--- config.mk ---
export PLATFORM = sky130hd
export DESIGN_NAME = traffic_light_fsm
export DESIGN_NICKNAME = d
export VERILOG_FILES = /design/src/rtl/traffic_light_fsm.sv
export SDC_FILE = /design/constraint.sdc
export NUM_CORES = 1
export LEC_CHECK = 0
export ABC_AREA = 1
export CELL_PAD_IN_SITES_DETAIL_PLACEMENT = 2
export CELL_PAD_IN_SITES_GLOBAL_PLACEMENT = 2
export CORE_MARGIN = 10
export CORE_UTILIZATION = 24
export CTS_CLUSTER_SIZE = 10
export DETAILED_ROUTE_END_ITERATION = 8
export GPL_ROUTABILITY_DRIVEN = 0
export PLACE_DENSITY = 0.78
export SETUP_SLACK_MARGIN = 0.3
export SLEW_MARGIN = 5
export SYNTH_ARGS = -nofsm -noshare
export SYNTH_HDL_FRONTEND = slang
export SYNTH_SLANG_ARGS = --single-unit
--- constraint.sdc ---
create_clock -name clk -period 1.51 [get_ports clk]
set_clock_uncertainty 0.15 [all_clocks]
set_input_delay 0.151 -clock clk [delete_from_list [all_inputs] [get_ports clk]]
set_output_delay 0.151 -clock clk [all_outputs]
set_load 0.02 [all_outputs]
--- src/rtl/traffic_light_fsm.sv ---
// -----------------------------------------------------------------------------
// traffic_light_fsm
//
// Main sequencing controller for the intersection. Each phase selects a Timer
// interval, pulses start_timer in its first cycle and waits for expired.
// The side-street sensor and the walk-register status are looked at only in
// the cycle an expiry is accepted.
//
// Handshake with the Timer: start_timer is a one-cycle pulse, and interval is
// valid in that same cycle and held for the rest of the phase. An expired
// pulse is accepted only when start_timer is low. An expired pulse that
// arrives together with start_timer is ignored.
//
// Ports
//   clk          system clock, rising edge
//   sys_reset    synchronous, active-high reset
//   sensor_sync  synchronized side-street vehicle sensor (level)
//   WR           walk-register status, 1 = walk pending
//   expired      Timer expiry pulse
//   start_timer  one-cycle pulse that loads and starts the Timer
//   interval     interval address presented to TimeParameters
//   WR_reset     one-cycle pulse that clears the walk register
//   Rm Ym Gm     main-street lamps
//   Rs Ys Gs     side-street lamps
//   W            walk lamp
//   state_dbg    current FSM state, for observation only
// -----------------------------------------------------------------------------
module traffic_light_fsm (
    input  logic       clk,
    input  logic       sys_reset,
    input  logic       sensor_sync,
    input  logic       WR,
    input  logic       expired,
    output logic       start_timer,
    output logic [1:0] interval,
    output logic       WR_reset,
    output logic       Rm,
    output logic       Ym,
    output logic       Gm,
    output logic       Rs,
    output logic       Ys,
    output logic       Gs,
    output logic       W,
    output logic [2:0] state_dbg
);

    localparam logic [1:0] INT_BASE = 2'b00;
    localparam logic [1:0] INT_EXT  = 2'b01;
    localparam logic [1:0] INT_YEL  = 2'b10;

    typedef enum logic [2:0] {
        S_MG1  = 3'd0,
        S_MG2  = 3'd1,
        S_MY   = 3'd2,
        S_WALK = 3'd3,
        S_SG1  = 3'd4,
        S_SG2  = 3'd5,
        S_SY   = 3'd6
    } state_t;

    // Lamp vector layout: {Rm, Ym, Gm, Rs, Ys, Gs, W}
    localparam logic [6:0] L_MG   = 7'b0011000;
    localparam logic [6:0] L_MY   = 7'b0101000;
    localparam logic [6:0] L_WALK = 7'b1001001;
    localparam logic [6:0] L_SG   = 7'b1000010;
    localparam logic [6:0] L_SY   = 7'b1000100;

    state_t     state;
    state_t     next_state;
    logic       mg2_ext;      // MG2 uses the extended interval
    logic       next_mg2_ext;
    logic       restart;      // high while in reset; starts MG1 after release
    logic       accept;
    logic       go;           // take next_state this edge
    logic [6:0] lamps;

    function automatic logic [1:0] interval_of(input state_t s, input logic ext);
        logic [1:0] r;
        r = INT_BASE;
        case (s)
            S_MG2:  r = ext ? INT_EXT : INT_BASE;
            S_MY:   r = INT_YEL;
            S_WALK: r = INT_EXT;
            S_SG2:  r = INT_EXT;
            S_SY:   r = INT_YEL;
            default: r = INT_BASE;
        endcase
        return r;
    endfunction

    function automatic logic [6:0] lamps_of(input state_t s);
        logic [6:0] r;
        r = L_MG;
        case (s)
            S_MY:   r = L_MY;
            S_WALK: r = L_WALK;
            S_SG1:  r = L_SG;
            S_SG2:  r = L_SG;
            S_SY:   r = L_SY;
            default: r = L_MG;
        endcase
        return r;
    endfunction

    // The first cycle of a phase (start_timer high) never accepts expired,
    // so a late or stretched expiry cannot skip a phase.
    assign accept = expired && !start_timer && !restart;

    always_comb begin
        next_state   = state;
        next_mg2_ext = mg2_ext;
        go           = accept;
        case (state)
            S_MG1: begin
                next_state   = S_MG2;
                next_mg2_ext = sensor_sync;
            end
            S_MG2:  next_state = S_MY;
            S_MY:   next_state = WR ? S_WALK : S_SG1;
            S_WALK: next_state = S_SG1;
            S_SG1:  next_state = sensor_sync ? S_SG2 : S_SY;
            S_SG2:  next_state = S_SY;
            S_SY:   next_state = S_MG1;
            default: begin
                // Unused encoding: restart the cycle at MG1 immediately.
                next_state = S_MG1;
                go         = 1'b1;
            end
        endcase
    end

    always_ff @(posedge clk) begin
        if (sys_reset) begin
            state       <= S_MG1;
            mg2_ext     <= 1'b0;
            restart     <= 1'b1;
            start_timer <= 1'b0;
            WR_reset    <= 1'b0;
            interval    <= INT_BASE;
            lamps       <= L_MG;
        end else begin
            restart     <= 1'b0;
            start_timer <= go || restart;
            WR_reset    <= go && (next_state == S_WALK);
            if (go) begin
                state    <= next_state;
                mg2_ext  <= next_mg2_ext;
                interval <= interval_of(next_state, next_mg2_ext);
                lamps    <= lamps_of(next_state);
            end
        end
    end

    assign {Rm, Ym, Gm, Rs, Ys, Gs, W} = lamps;
    assign state_dbg = state;

endmodule
; After elaboration in Yosys (flattened, before gate mapping)
; Cells that the tools add are included.
[word_totals]
regBits = 16
input_bits = 5
out_inout_bits = 14
wordCells = 39
[classes]
n_eq_ne = 12
mux = 9
n_reduce_logical = 11
[op_table]
columns = operator, n
row1 = 7-bit one-hot mux with 4 select lines, 1
row2 = "3-bit == test, second input constant", 6
row3 = 3-bit one-hot mux with 6 select lines, 1
row4 = "3-bit by 2-bit == test with 1-bit output, second input constant", 4
row5 = 7-bit OR reduction, 1
row6 = "3-bit by 1-bit == test with 1-bit output, second input constant", 2
row7 = 2-bit one-hot mux with 3 select lines, 1
row8 = 2-bit OR reduction, 3
row9 = 1-bit two-way mux, 4
row10 = 1-bit logical AND, 3
row11 = 3-bit logical NOT, 1
row12 = 3-bit two-way mux, 1
row13 = 1-bit logical NOT, 2
row14 = 2-bit two-way mux, 1
row15 = 1-bit logical OR, 1

; Depth between registers and ports, before layout
[depth]
ltp_word = 5
depth_mapped = 7
ltp_nobuf = 7

; Worst setup path after synthesis
; No wires, ideal clock.
[synth_path]
path_kind = flip-flop to flip-flop
startpoint = reg state[2] (netlist: state_dbg[2])
endpoint = reg lamps[2]
setup_time_ns = 0.116
arrival_ns = 1.070
required_ns = 1.244
path_slack_ns = 0.174
stages_incl_launch_ff = 7
path_buffers = 1
synth_period_minus_slack_ns = 1.336
path_cell_list = dfxtp_1 -> buf_4 -> nand3_2 -> nand2_4 -> nand3_4 -> o21ai_0 -> nor2_1
[synth_via]
elab_chain_len = 5
word_cells_on_any_way = 17
cone_classes = eq/ne: 11 / mux: 3 / reduce/logical: 3
[synth_lines]
columns = item, line
row1 = from (decl), 68  ; state_t state;
row2 = from (signal assigned), 146  ; state <= next_state;
row3 = 3-bit == test (tied with other cells), 113  ; case (state)
row4 = 3-bit one-hot mux with 6 select lines, 113
row5 = 3-bit == test, 94  ; case (s)
row6 = 2-bit OR reduction (no source line), n/a
row7 = 7-bit one-hot mux with 4 select lines, 94
row8 = to (signal assigned), 149  ; lamps <= lamps_of(next_state);
row9 = to (decl), 75  ; logic [6:0] lamps;
; Parallel ways exist; a longest one is shown, timed or not.
; A chain may end at the register's enable or synchronous reset.

; Final worst setup path
; Same ends and word-level chain as after synthesis.

==> results.py <==
metrics = {
    "global_route": {
        "grt_max_degree": 11,
        "grt_antenna_before_repair": 0,
        "grt_overflow": 0,
        "grt_first_pass_wirelength_um": 3430,
        "grt_util_all_layers": 0.0847,
        "grt_pass1_vias": 680,
    },
    "synthesis": {
        "yosys_warnings": 0,
        "yosysUniqueCellTypes": 18,
        "synth_seq_cells": 15,
        "synth_fp_nets": 86,
        "synth.area.top_cells": "dfxtp_1, nand2_1, nand3_1, nor2_1, a21oi_1",
        "ys_seq_area_frac": 0.478,
        "synth.avg_cell_area_um2": 7.75,
        "syn_area_um2": 628,
        "yosysTopAreaCell": "dfxtp_1",
        "synth_top_area_share": 0.478,
        "synthCells": 81,
    },
    "detailed_routing": {
        "antenna_left": 0,
        "drcViolationCount": 0,
        "wl_um": 1990,
        "avgRoutedWirePerCell_um": 14.9,
        "vias_per_cell": 4.59,
        "first_iter_violations": 25,
        "num_vias": 615,
        "dr.pass1.iters": 2,
    },
    "power_and_ir_drop": {
        "power_mw": 0.812,
        "cellLeakagePower_nw": 0.396,
        "power.density_nw_per_um2": 966,
        "vdd_drop_max_mv": 0.472,
    },
    "setup_path": {
        "path_max_fanout": 10,
        "crit_type": "reg -> reg",
        "critPathRequiredTime_ns": 1.55,
        "end_kind": "flop",
        "r2r_setup_slack_ns": 0.27,
        "startpoint_type": "flop",
        "critPathArrivalTime_ns": 1.27,
    },
    "cells_and_area": {
        "drive_above_1_share": 0.365,
        "multi_input_area_um2": 297,
        "layout_commonest_cell": "nand2_1",
        "layout.area.seq_um2": 312,
        "fillers": 306,
        "area_delta_synth_final_pct": 33.9,
        "fin_nets": 110,
        "antenna_cells": 0,
        "layout_common_cells": "nand2_1, buf_2, dfxtp_1, nand3_1",
    },
    "timing": {
        "tns_ns": 0,
        "setup_viol": 0,
        "fmax_ghz": 0.808,
        "tightest_slew_ns": 0.224,
        "fin_crit_sh": 0.819,
        "slew_viol_final": 0,
        "relSlewSlack": 0.850,
        "grt_setup_unrepaired": "true",
        "hold_viol_final": 0,
        "min_period_ns": 1.24,
    },
    "placement": {
        "io_buffers": 18,
        "dp_hpwl_um": 1510,
    },
    "hold_path": {
        "worst_hold_path_type": "reg -> reg",
    },
    "die": {
        "die_y_um": 71.2,
        "initial_core_util": 0.254,
        "die_w_um": 71.2,
        "die_area_um2": 5060,
        "row_count": 18,
        "io_pins": 19,
        "fp.coreArea_um2": 2480,
    },
    "clocking": {
        "clk_pin_slew_ns": 0.09,
        "cts_tree": "done",
        "clock-sinks": 15,
        "clockBufferDepth": 2,
        "root_buffer": "clkbuf_4",
        "htree_levels": 1,
        "clk_latency_ns": 0.29,
        "cts_buffers": 3,
        "holdBufCountCts": 0,
    },
    "run": {
        "drv_cap": 0,
    },
    "outcome": {
        "status": "finished, final reports clean",
    },
}
[synth_stat cells]
| library cell | instances |
|---|---|
| o21ai_0 | 4 |
| a21oi_1 | 5 |
| buf_4 | 1 |
| nand3_4 | 1 |
| inv_1 | 6 |
| nor2_4 | 1 |
| o21ai_1 | 2 |
| nand3b_1 | 1 |
| dfxtp_1 | 15 |
| nor2_1 | 8 |
| a21oi_2 | 1 |
| nand2_2 | 4 |
| nand2_1 | 19 |
| inv_2 | 3 |
| nand3_1 | 7 |
| nand2_4 | 1 |
| nand3_2 | 1 |
| clkinv_1 | 1 |
[what timing repair did]
action | CTS | global route
endpoints found under the hold margin | 0 | 0
pin swaps | 0 | 2
buffers inserted | 1 | 0
resized for setup | 55 | 9
endpoints found under the setup margin | 23 | 23
[worst max-delay path, stage by stage, from the launching register on]
cell	delay, ns
dfxtp_4	0.41
nand3_2	0.11
nand2_4	0.16
nand2_1	0.10
nand2_1	0.13
nor2_1	0.07
[cells by family (layout without fill, tap and decap cells)]
kind of cell | count (synthesis) | in the layout | share of synthesized area
buffers and inverters | 11 | 34 | 0.0717
AO/OA/AOI/OAI | 12 | 12 | 0.102
AND/OR/NAND/NOR | 43 | 43 | 0.349
flip-flops | 15 | 15 | 0.478
[power breakdown]
part / internal (mW) / total [mW] / switching [mW]
clock network: 0.0985 / 0.232 / 0.133
logic: 0.0535 / 0.148 / 0.0941
registers: 0.414 / 0.432 / 0.0181
[flip-flops by register name, summed over array words and instances (netlist names)]
signal	count
lamps	7
state_dbg	3
interval	2
WR_reset	1
restart	1
start_timer	1
[final timing paths]
kind	start	endpoint	cells past startpoint
setup / recovery	state_dbg[2]	lamps[2]	5
hold / removal	lamps[5]	lamps[5]	2
setup reg to reg	state_dbg[2]	lamps[2]	5
hold reg to reg	lamps[5]	lamps[5]	2
[area by class of cell]
| cell class | count | area share |
|---|---|---|
| clock buffers | 3 | 0.0268 |
| inverters | 10 | 0.0476 |
| flip-flops and latches | 15 | 0.371 |
| clock inverters | 1 | 0.00595 |
| repair buffers | 20 | 0.152 |
| multi-input cells | 55 | 0.353 |
| well taps | 30 | 0.0446 |
[stage by stage]
| step | setup WS [ns] | hold slack, ns | utilization | cell area, um2 | instances |
|---|---|---|---|---|---|
| floorplan | 0.311 | 0.0287 | - | 638 | 81 |
| global placement | 0.0809 | 0.317 | 0.344 | 852 | 129 |
| detailed placement | 0.0433 | 0.315 | 0.344 | 852 | 129 |
| CTS | 0.276 | 0.329 | 0.355 | 878 | 134 |
| global route | 0.194 | 0.354 | 0.339 | 841 | 134 |
| finish | 0.273 | 0.318 | 0.339 | 841 | 134 |
[per-layer routing]
metal,track usage,vias up,wire length (um)
li1,-,307,-
met4,0.0581,0,50
met5,0,-,0
met1,0.0940,294,875
met2,0.137,10,990
met3,0.0223,4,78
Note: power is estimated with default switching activity, not from simulation.
==> patch 1 (config.mk and constraints unchanged) <==
Make the reset (`sys_reset`) asynchronous in one clocked block. Comments in the files are not updated.
--- a/src/rtl/traffic_light_fsm.sv
+++ b/src/rtl/traffic_light_fsm.sv
@@ -130,5 +130,5 @@
     end
 
-    always_ff @(posedge clk) begin
+    always_ff @(posedge clk or posedge sys_reset) begin
         if (sys_reset) begin
             state       <= S_MG1;
Behaviour: differs if sys_reset is asserted again (counterexample within 4 cycles, from zero or initial values and one cycle with sys_reset high); with sys_reset held inactive, the same outputs for 10 cycles.
==> patch 1 against the original RTL <==
Final area rose by 29%; count of clock-buffer cells in the layout did not move; worst hold slack got worse by 0.25 ns; sequential cell count did not move; critical endpoint is now lamps[4]; routed wire length rose by 24%; first-iteration DRC count fell by 16%; highest routed layer unchanged; critical path depth rose by 2; synthesized area rose by 6.4%; setup slack got worse by 0.081 ns; sequential share of layout area fell by 1.6 points.
Power is not compared: it rests on default switching activity, and its combinational part moved more than twofold at a synthesized area within 25%.
==> patch 1: results (changes against the original RTL) <==
* Commonest cells post-synth: nand2_1, dfrtp_1, inv_1
* CP max stage cell: dfrtp_2
* Number of port buffers at 18 (unchanged)
* Reg clk slew, reported paths at roughly 0.10 ns
* Initial antenna violation count at 0 (unchanged)
* Yosys warnings at 0 (unchanged)
* Synth area leaders: dfrtp_1, nand2_1, dfstp_2
* R2R cell count at 7 (+2)
* Largest net degree at the start of global routing at 10 (-1)
* Post-CTS sizing at 79 (+44%)
* Critical Path AT at 1.40 ns (+0.13 ns)
* Crit-path max cell delay at 0.50 ns (+0.09 ns)
* R2R setup slack at 0.19 ns (-0.08 ns)
* Share of layout cells above drive strength 1 at 60.7% (+24 points)
* Vias in the first global route at 790 (+16%)
* Most flops, register: lamps
* Crit-path max FO at 6 (-4)
* Worst Hold Class: in -> async
* Vias per Instance at 4.57 (-0.35%)
* Hold buffer count at cts at 1 (+1)
* Int Pwr at between 1 and 1.5 mW
* Maximum vdd ir drop at between 0.7 and 0.8 mV
* Final ANT Viol Nets at 0 (unchanged)
* Nets at 118 (+7.3%)
* Overall routing resource usage at 9.50% (+1.0 points)
* Logic pwr share at 56.1%
* Drt total wl at 2480 microns (+24%)
* # H-tree levels at 1 (unchanged)
* Reg-to-reg endpoint: lamps[4]
* Dpl hpwl at 1620 microns (+7.1%)
* Netlist cell types at 17 (-1)
* First drt pass iteration count at 2 (unchanged)
* # fillers at 303 (-0.98%)
* Comb group at about 1.2 mW
* Post-CTS Setup Bufs at 5 (+4)
* Leakage power at 0.539 nW
* First-pass GRT wire length at 3970 microns (+16%)
* Async S/R FF share, synth at 100% (+100 points)
* Status: finished, final reports clean
* ANT cells at 0 (unchanged)
* Initial drt markers at 21 (-16%)
* Critical path launch point: state_dbg[2]
* Clock network latency to the later pin of the worst-skew pair at 0.27 ns (-0.02 ns)
* Crit-path leading delay family: simple AND/OR/NAND/NOR gates
* Max FFs per register at 7 (unchanged)
* Main synth FF type: dfrtp_1
* Clock share of power at 10.4%
* Top-count cell post-synth: nand2_1
* Sequential share of the synthesized area at 56.7% (+8.9 points)
* Syn Nets at 84 (-2.3%)
patch 1: cell types whose count changed in the layout (fill, tap and decap cells not counted), moves of 4 or more:
| cell | before | now |
|---|---|---|
| a21oi_1 | 4 | 0 |
| buf_4 | 3 | 10 |
| buf_6 | 0 | 4 |
| dfrtp_1 | 0 | 8 |
| dfrtp_2 | 0 | 4 |
| dfxtp_1 | 12 | 0 |
| inv_1 | 6 | 2 |
| nand2_2 | 3 | 10 |
| nand3_1 | 7 | 3 |
| nor2_1 | 6 | 2 |
patch 1: routing by layer:
metal	vias up	share of wire, %	GRT usage (%)
met5	-	0	0
met4	0	2.4	3.80
met3	5	3.6	1.22
met2	13	57	18.4
met1	326	37	9.87
li1	310	-	-
patch 1: area by class of cell:
type / instances / share of cell area, %
repair inverters: 1 / 0.807
clock inverters: 1 / 0.461
multi-input cells: 52 / 31.9
well taps: 31 / 3.58
flip-flops and latches: 15 / 35.4
inverters: 11 / 5.42
clock buffers: 3 / 2.08
repair buffers: 29 / 20.3
patch 1: metrics by stage:
step                area, sq um  std cells  setup WS, ns  util [%]  hold WS (ns)
floorplan                   683         79         0.289         -       -0.0999
global placement            906        129        0.0948      33.4         0.245
detailed placement          906        129        0.0584      33.4         0.253
CTS                         977        140         0.204      36.1        0.0561
global route               1080        143         0.117      40.0        0.0962
finish                     1080        143         0.192      40.0        0.0633
patch 1: worst max path at each step:
stage	to	slack (ns)	depth (start not counted)
final	lamps[4]	0.19	7
after global routing	lamps[4]	0.12	7
after CTS	lamps[4]	0.20	8
after detailed placement	state_dbg[1]	0.06	8
after global placement	Gm	0.09	1
after floorplan	interval[1]	0.29	7
patch 1: kinds of logic after synthesis:
group	synth area share, %
buffers and inverters	7.87
AND/OR/NAND/NOR	28.3
flip-flops	56.7
AO/OA/AOI/OAI	6.55
other	0.561
==> patch 2 (same settings) <==
Without the edit above. Put a register stage on the output `Gm`, without a reset. The value now appears one clock later. The other outputs are not delayed to match.
--- a/src/rtl/traffic_light_fsm.sv
+++ b/src/rtl/traffic_light_fsm.sv
@@ -65,4 +65,6 @@
     localparam logic [6:0] L_SG   = 7'b1000010;
     localparam logic [6:0] L_SY   = 7'b1000100;
+
+    logic Gm_d;
 
     state_t     state;
@@ -152,6 +154,10 @@
     end
 
-    assign {Rm, Ym, Gm, Rs, Ys, Gs, W} = lamps;
+    assign {Rm, Ym, Gm_d, Rs, Ys, Gs, W} = lamps;
     assign state_dbg = state;
 
+    always_ff @(posedge clk) begin
+        Gm <= Gm_d;
+    end
+
 endmodule
Behaviour: not the same (Yosys sat finds a counterexample within 4 cycles, from zero or initial values and one cycle with sys_reset high).
==> patch 2 against the original RTL <==
Cell count rose by 9.7%; setup slack improved by 0.028 ns; routed wire length rose by 14%; via count rose by 11%; combinational power rose by 47%; synthesized area rose by 4.2%; maximum frequency rose by 2.4%; sequential cell count rose by 1; power rose by 20%; synthesized cell count rose by 7.4%; final area rose by 24%; first-iteration DRC count rose by 12%; largest cell class is now multi-input gates; largest power group unchanged.
==> patch 2: results (changes against the original RTL) <==
* Status: finished, final reports clean
* Drt total wl at 2280 microns (+14%)
* Dpl hpwl at 1570 microns (+3.8%)
* Initial drt markers at 28 (+12%)
* Pre-CTS setup slack at 0.000395 ns (-0.0430 ns)
* Hold Startpoint: lamps[4]
* # fillers at 287 (-6.2%)
* Clock network latency to the later pin of the worst-skew pair at 0.29 ns (about the same)
* Crit-path max FO at 7 (-3)
* Startpoint types: flop
* Int Pwr at 682 uW (+20%)
* First drt pass iteration count at 3 (+1)
* Syn Nets at 92 (+7.0%)
* Total clock buffers created by CTS at 3 (unchanged)
* Sequential share of the synthesized area at 48.9% (+1.1 points)
* # H-tree levels at 1 (unchanged)
* ANT cells at 0 (unchanged)
* Overall routing resource usage at 8.61% (+0.15 points)
* Initial antenna violation count at 0 (unchanged)
* Most flops, register: lamps
* First-pass GRT wire length at 3680 microns (+7.4%)
* Netlist cell types at 17 (-1)
* Reg clk slew, reported paths at ~0.10 ns
* Commonest cells post-synth: nand2_1, dfxtp_1, a21oi_1
* Main synth FF type: dfxtp_1
* Worst Hold Class: reg -> reg
* Synth area leaders: dfxtp_1, nand2_1, a21oi_1
* Maximum vdd ir drop at 0.618 mV (+31%)
* Nets at 123 (+12%)
* R2r startpoint: state_dbg[2]
* Max Root-Sink Buffers at 2 (unchanged)
* CTS Root Cell: clkbuf_4
* Async S/R FF share, synth at 0% (unchanged)
* Vias per Instance at 4.65 (+1.4%)
* Vias in the first global route at 774 (+14%)
* Slew headroom at 77.8% (-7.2 points)
* Largest net degree at the start of global routing at 10 (-1)
* Number of port buffers at 18 (unchanged)
* Leakage power at 0.470 nW (+19%)
* Yosys warnings at 0 (unchanged)
* Share of layout cells above drive strength 1 at 53.8% (+17 points)
* Max FFs per register at 7 (unchanged)
-- patch 2: changes by cell type in the layout (fill, tap and decap cells not counted), sizes merged, moves of 2 or more --
cell    unedited run  this run
inv                9        11
a21oi              6        10
buf               16        24
nand3              9         6
clkinv             2         0
-- patch 2: stage by stage --
stage | cell area (sq um) | instances | hold slack (ns)
after floorplan | 659 | 87 | 0.0287
after global placement | 895 | 138 | 0.192
after detailed placement | 895 | 138 | 0.191
after CTS | 893 | 142 | 0.210
after global routing | 1040 | 147 | 0.219
final | 1040 | 147 | 0.208
-- patch 2: timing repair --
item	in CTS	in global routing
resized for setup	57	50
pin swaps	1	5
endpoints found under the setup margin	26	21
hold endpoints to repair	0	0
buffers inserted	0	5
-- patch 2: routing by layer --
layer  vias up  share of wire [%]  routed length, microns  track usage, %
li1        335                  -                       -               -
met1       332                 42                     960            10.1
met2        15                 51                    1160            13.7
met3         2                6.9                     156            3.95
met4         0               0.18                       4            2.58
met5         -                  0                       0               0
-- patch 2: critical path, cell delays in order, from the launching register on --
cell,delay (ns)
dfxtp_4,0.39
buf_4,0.15
nor2_4,0.11
nand2_4,0.09
nand3_1,0.09
nand2_1,0.06
a21oi_1,0.11
-- patch 2: power groups by stage --
stage                     Clock, mW  Sequential, mW  Combinational, mW
after CTS                     0.302           0.463              0.165
after global placement            0           0.473              0.171
after detailed placement          0           0.474              0.176
final                         0.291           0.467              0.217
after floorplan                   0           0.493             0.0771
after global routing          0.324           0.472              0.241
-- patch 2: worst paths after layout --
path              cells past startpoint  slack, ns          end
hold / removal                        0       0.21           Gm
hold reg to reg                       0       0.21           Gm
setup reg to reg                      6       0.30  interval[0]
setup / recovery                      6       0.30  interval[0]
-- patch 2: cell type report --
type,count,area share (%)
well taps,30,3.60
multi-input cells,58,36.1
clock buffers,4,3.48
inverters,11,4.44
flip-flops and latches,16,32.1
repair buffers,28,20.3
-- patch 2: logic make-up after synthesis --
| family | after synthesis | share of synthesized area, % |
|---|---|---|
| AOI/OAI and AO/OA | 17 | 14.0 |
| buffers and inverters | 13 | 9.37 |
| DFF | 16 | 48.9 |
| and+or+nand+nor | 41 | 27.7 |
